File: src/rtl/sha3_pkg.sv
`default_nettype none
// sha3_pkg: shared SHA-3 definitions for the digest size encoding and the serializer state type.
package sha3_pkg;

  localparam logic [1:0] SIZE_512 = 2'b00;
  localparam logic [1:0] SIZE_384 = 2'b01;
  localparam logic [1:0] SIZE_256 = 2'b10;
  localparam logic [1:0] SIZE_224 = 2'b11;

  typedef enum logic [1:0] {
    IDLE = 2'd0,
    SEND = 2'd1,
    DONE = 2'd2
  } ser_state_t;

  // Number of 32-bit words in a digest of the given size.
  function automatic logic [4:0] digest_words(input logic [1:0] out_size);
    case (out_size)
      SIZE_512: digest_words = 5'd16;
      SIZE_384: digest_words = 5'd12;
      SIZE_256: digest_words = 5'd8;
      default:  digest_words = 5'd7;
    endcase
  endfunction

endpackage
`default_nettype wire

File: src/rtl/digest_serializer.sv
`default_nettype none
// digest_serializer: captures the final Keccak digest slice and streams it as 32-bit words, MSW first.
// Optional macro DIGEST_BYTESWAP_EN byte-reverses every emitted word.
module digest_serializer
  import sha3_pkg::*;
#(
  parameter int DIGEST_MAX_W = 512
) (
  input  logic                    clk,
  input  logic                    reset,
  input  logic [DIGEST_MAX_W-1:0] state_in,
  input  logic                    state_valid,
  input  logic [1:0]              out_size,
  output logic [31:0]             out_data,
  output logic                    out_valid,
  input  logic                    out_ready,
  output logic                    out_last,
  output logic                    busy,
  output logic                    digest_done
);

  ser_state_t              state;
  logic [DIGEST_MAX_W-1:0] cap;
  logic [4:0]              n_words;
  logic [4:0]              cnt;
  logic [31:0]             word;
  logic [31:0]             word_fmt;
  logic                    at_last;

  assign at_last = (cnt == (n_words - 5'd1));

  always_ff @(posedge clk) begin
    if (reset) begin
      state   <= IDLE;
      cap     <= '0;
      n_words <= 5'd0;
      cnt     <= 5'd0;
    end else begin
      unique case (state)
        IDLE: begin
          if (state_valid) begin
            cap     <= state_in;
            n_words <= digest_words(out_size);
            cnt     <= 5'd0;
            state   <= SEND;
          end
        end
        SEND: begin
          if (out_ready) begin
            if (at_last) state <= DONE;
            else         cnt   <= cnt + 5'd1;
          end
        end
        DONE:    state <= DONE;
        default: state <= IDLE;
      endcase
    end
  end

  assign word = cap[DIGEST_MAX_W-1-32*int'(cnt) -: 32];

`ifdef DIGEST_BYTESWAP_EN
  assign word_fmt = {word[7:0], word[15:8], word[23:16], word[31:24]};
`else
  assign word_fmt = word;
`endif

  // Outputs decode directly from registered state, so reset clears them the same cycle.
  assign out_valid   = (state == SEND);
  assign busy        = (state == SEND);
  assign digest_done = (state == DONE);
  assign out_last    = out_valid & at_last;
  assign out_data    = out_valid ? word_fmt : 32'd0;

endmodule
`default_nettype wire

File: config.mk
export PLATFORM = sky130hd
export DESIGN_NAME = digest_serializer
export DESIGN_NICKNAME = d
export VERILOG_FILES = /design/src/rtl/sha3_pkg.sv /design/src/rtl/digest_serializer.sv
export SDC_FILE = /design/constraint.sdc
export NUM_CORES = 1
export LEC_CHECK = 0
export CAP_MARGIN = 20
export CORE_UTILIZATION = 34
export CTS_CLUSTER_DIAMETER = 40
export DETAILED_ROUTE_END_ITERATION = 10
export SYNTH_ARGS = -nofsm -noshare
export SYNTH_HDL_FRONTEND = slang
export SYNTH_SLANG_ARGS = --single-unit
File: constraint.sdc
create_clock -name clk -period 2.5 [get_ports clk]
set_input_delay 0.25 -clock clk [delete_from_list [all_inputs] [get_ports clk]]
set_output_delay 0.25 -clock clk [all_outputs]
set_load 0.05 [all_outputs]
== After elaboration in Yosys (flattened, before gate mapping) ==
Index checks and enable logic that the tools add are counted.
Operators by class
  reductions and logical operators: 6
  add/sub/neg operators: 3
  muxes and demuxes: 10
  bitwise operators: 1
  equality and inequality tests: 9
  shifts and indexed selects: 1
Operators with widths (count)
  543-bit by 11-bit indexed part select with 32-bit output: 1
  32-bit 2-to-1 mux: 1
  5-bit 2-to-1 mux: 3
  5-bit case mux with 3 select lines: 1
  9-bit by 10-bit subtractor with 11-bit output, first input constant: 1
  5-bit case mux with 2 select lines: 1
  2-bit 2-to-1 mux: 3
  2-bit case mux with 3 select lines: 1
  5-bit by 1-bit adder with 5-bit output, second input constant: 1
  5-bit equality test: 1
  5-bit by 1-bit subtractor with 5-bit output, second input constant: 1
  2-bit by 1-bit equality test with 1-bit output, second input constant: 2
  2-bit equality test, second input constant: 2
  2-bit zero test: 2
  2-bit by 1-bit inequality test with 1-bit output, second input constant: 2
  2-bit inequality test, second input constant: 2
  4-bit AND reduction: 1
  3-bit AND reduction: 1
  2-bit AND reduction: 1
  2-bit nonzero test: 1
  1-bit AND: 1
Storage, ports and cells
  logic and storage cells: 34
  input bits: 518
  output and inout bits: 36
  flip-flop bits (word level): 524

== Longest topological paths before layout ==
  depth in word-level cells: 5
  mapped depth: 9
  mapped depth without buffers: 7

== Worst setup path after synthesis ==
No wires, ideal clock.
  path type: flip-flop to output port
  start: reg cnt[0]
  end: out out_data[10]
  arrival: 2.184 ns
  slack: 0.066 ns
  data required time: 2.250 ns
  cell stages (with the launch flop): 7
  path through: dfxtp_1 -> buf_2 -> buf_2 -> clkbuf_1 -> mux4_2 -> mux4_2 -> nor2b_1
Between the ends
  word-level cells in the longest chain between the ends: 3
RTL lines
  from (decl): line digest_serializer.sv:25  | logic [4:0] cnt;
  from (signal assigned): line digest_serializer.sv:51  | else cnt <= cnt + 5'd1;
  9-bit by 10-bit subtractor with 11-bit output: line digest_serializer.sv:60  | assign word = cap[DIGEST_MAX_W-1-32*int'(cnt) -: 32];
  543-bit by 11-bit indexed part select with 32-bit output: line digest_serializer.sv:60
  32-bit 2-to-1 mux: line digest_serializer.sv:73  | assign out_data = out_valid ? word_fmt : 32'd0;
  to (decl): line digest_serializer.sv:14  | output logic [31:0] out_data,
Every way passes these cells.

== Worst setup path after layout ==
  start: reg cnt[0]
  end: out out_data[18]
Same word-level chain as after synthesis.

==> metrics.txt <==
CP arrival=2720 ps; Leakage Power=approximately 12 nW; yosys warns=0; crit start category=flop; Post-Syn Instances=2536; setup violators final=33; f_max=337 MHz; worst relative slew slack=between 60% and 70%; final setup margin=-471 ps; Synth Area in Adders=less than 1%; Worst Tran Pin Value=roughly 580 ps; TritonCTS clock tree=built; CP Capture Type=output port; Area Overhead vs Synth=46.7%; fin. max-slew vios=0; gr usage total=27.9%; share of layout cells above drive strength 1=14.6%; largest net degree at the start of global routing=roughly 100; HP Class=primary input to flop; htree depth=3; Worst Skew=21.5 ps; Async SR Flop Fraction=0%; Rows=92; Final Cycle Share=119%; predominant post-synthesis flop cell=dfxtp_1; fraction of the yosys area taken by sequential cells=47.5%; Fillers=roughly 5900; first-pass iteration count of the detailed router=5; area of the core=between 0.06 and 0.07 mm^2; die width=between 200 and 300 um; drt initial violations=2506; routed wire length per instance=23.6 um; max cap viols=0; outcome=finished with violations; Die H=around 260 um; xor/xnor share of the synthesized area=less than 1%; IR drop worst, VDD=0.547 mV; Setup Crit Path Kind=flop to output port; CTS Buf Count=82; Avg Cell Area, Syn=8.69 um^2; Ports=between 500 and 600; Post-synth EDFFs=0; Max FO, Critical Path=6; grt ovf=0; pre-CTS setup slack=between 60 and 70 ps; PD cells=between 1000 and 1500 mW/mm^2; antenna viol nets, final=0; Compound-Gate Fraction of Synth Area=12.1%; register bit total from synthesis=523; Min Clock Period, post-route=2970 ps; syn nets=a little over 3000; GP Congestion=1.05; Post-DP HPWL=70500 um; routed vias/inst=5.27; PortBufs=553; post-synthesis mux area share=16.4%; Final Total Pwr=32.8 mW; Reg clk slew, reported paths=50 ps; vias in the first global route=about 21000; CTS sink cnt=roughly 520; first-pass GRT wire length=136000 um; worst skew pair latency=620 ps; DIE AREA=0.0658 mm^2; final WL=93700 um; DR DRC count=0; unrepaired setup endpoints after global routing=true; Netlist Area Pre-Place=0.0220 mm^2; WHS=56.8 ps; Clock Root Buffer=clkbuf_16; Critical Path RT=2250 ps; largest family of logic cells by synthesized area=simple AND/OR/NAND/NOR gates; nets@finish=3578; Fin. Hold Viols=0; area share of and/or/nand/nor cells after synthesis=19.1%; Netlist cell types=32; failing checks=setup timing; Initial Utilization=34.7%; clk buf depth=3; initial antenna violation count=14; vias=20900
==> stage by stage <==
stage                     utilization [%]  instances  setup TNS [ps]  cell area, um^2
after floorplan                         -       2536               0            22000
after global placement               45.0       3782               0            28600
after detailed placement             45.0       3782               0            28600
after CTS                            50.8       3960          -14650            32200
after global routing                 50.8       3970          -15810            32300
final                                50.8       3971          -13510            32300
==> placed cells by master (no fill, tap or decap), drive strengths merged, types with 2 or more instances in the layout <==
cell	Yosys	layout
a21oi	519	519
buf	34	126
bufinv	0	9
clkbuf	181	97
clkdlybuf4s50	0	517
clkinv	0	20
clkinvlp	0	8
dfxtp	523	523
diode	0	8
dlygate4sd2	0	2
ha	8	8
inv	9	25
mux2i	2	2
mux4	160	160
nand2	1032	1032
nand2b	7	7
nand3	2	2
nand3b	2	2
nor2b	32	32
nor3	2	2
o21ai	5	5
or3	3	3
xor2	3	3
==> worst max-delay path, cell delays in order (launching register included) <==
cell and delay (ps):
dfxtp_4 390, buf_12 120, buf_8 120, buf_16 140
mux4_2 550, mux4_2 500, nor2b_4 140, buf_8 160
==> routing by layer <==
| metal | up-vias | track usage, % | share of wire, % |
|---|---|---|---|
| met4 | 10 | 7.79 | 2.1 |
| li1 | 9618 | - | - |
| met1 | 10100 | 42.6 | 47 |
| met2 | 1061 | 37.2 | 40 |
| met3 | 110 | 8.24 | 11 |
| met5 | - | 0 | 0.072 |
==> report_power, final <==
group	internal (mW)	switching (mW)	leakage, nW	total, mW
clock network	7.27	4.36	1.36	11.6
registers	10.0	1.46	4.30	11.5
logic	4.30	5.40	6.12	9.71
==> final cells by class <==
class / instances / area (um^2) / area share (%)
multi-input cells: 1789 / 10800 / 33.4
flip-flops and latches: 523 / 10500 / 32.4
repair buffers: 647 / 7110 / 22.0
clock buffers: 96 / 2180 / 6.74
well taps: 846 / 1060 / 3.28
clock inverters: 53 / 636 / 1.97
inverters: 9 / 33.8 / 0.105
diodes: 8 / 20.0 / 0.0620
==> synthesized netlist by cell type (6+ instances only) <==
cell type     n  share of area [%]
inv_1         9               0.15
buf_1        13               0.22
ha_1          8               0.45
buf_2        13               0.30
nand2b_1      7               0.20
clkbuf_1    181                3.1
a21oi_1     519                 12
nand2_1    1032                 18
mux4_2      160                 16
nor2b_1      32               0.91
dfxtp_1     523                 48
buf_6         6               0.31
==> timing repair <==
item | 4_1_cts | 5_1_grt
hold buffers | 0 | 0
cloned | 13 | 1
endpoints found under the hold margin | 0 | 0
gates resized for setup | 92 | 5
buffers inserted | 16 | 3
setup endpoints to repair | 35 | 33
==> registers in the layout, indices dropped and copies added (netlist names) <==
name     flops
cap        512
cnt          5
n_words      4
state        2
==> path summary, 6_finish.rpt <==
kind                            startpoint           end  slack (ps)  cells past startpoint
worst max-delay path                cnt[0]  out_data[18]        -470                      7
worst min-delay path                 reset      cap[370]          60                      2
worst max register to register      cnt[0]        cnt[0]         180                      8
worst min register to register    cap[174]      cap[174]         450                      2
==> logic make-up (layout without fill, tap and decap cells) <==
family / count (synthesis) / count (layout)
simple gates: 1085 / 1085
compound gates: 529 / 529
flops: 523 / 523
buf+inv: 224 / 805
mux: 162 / 162
fa+ha+maj: 8 / 8
xor+xnor: 5 / 5
other cells: 0 / 8
(Power assumes the default switching activity.)
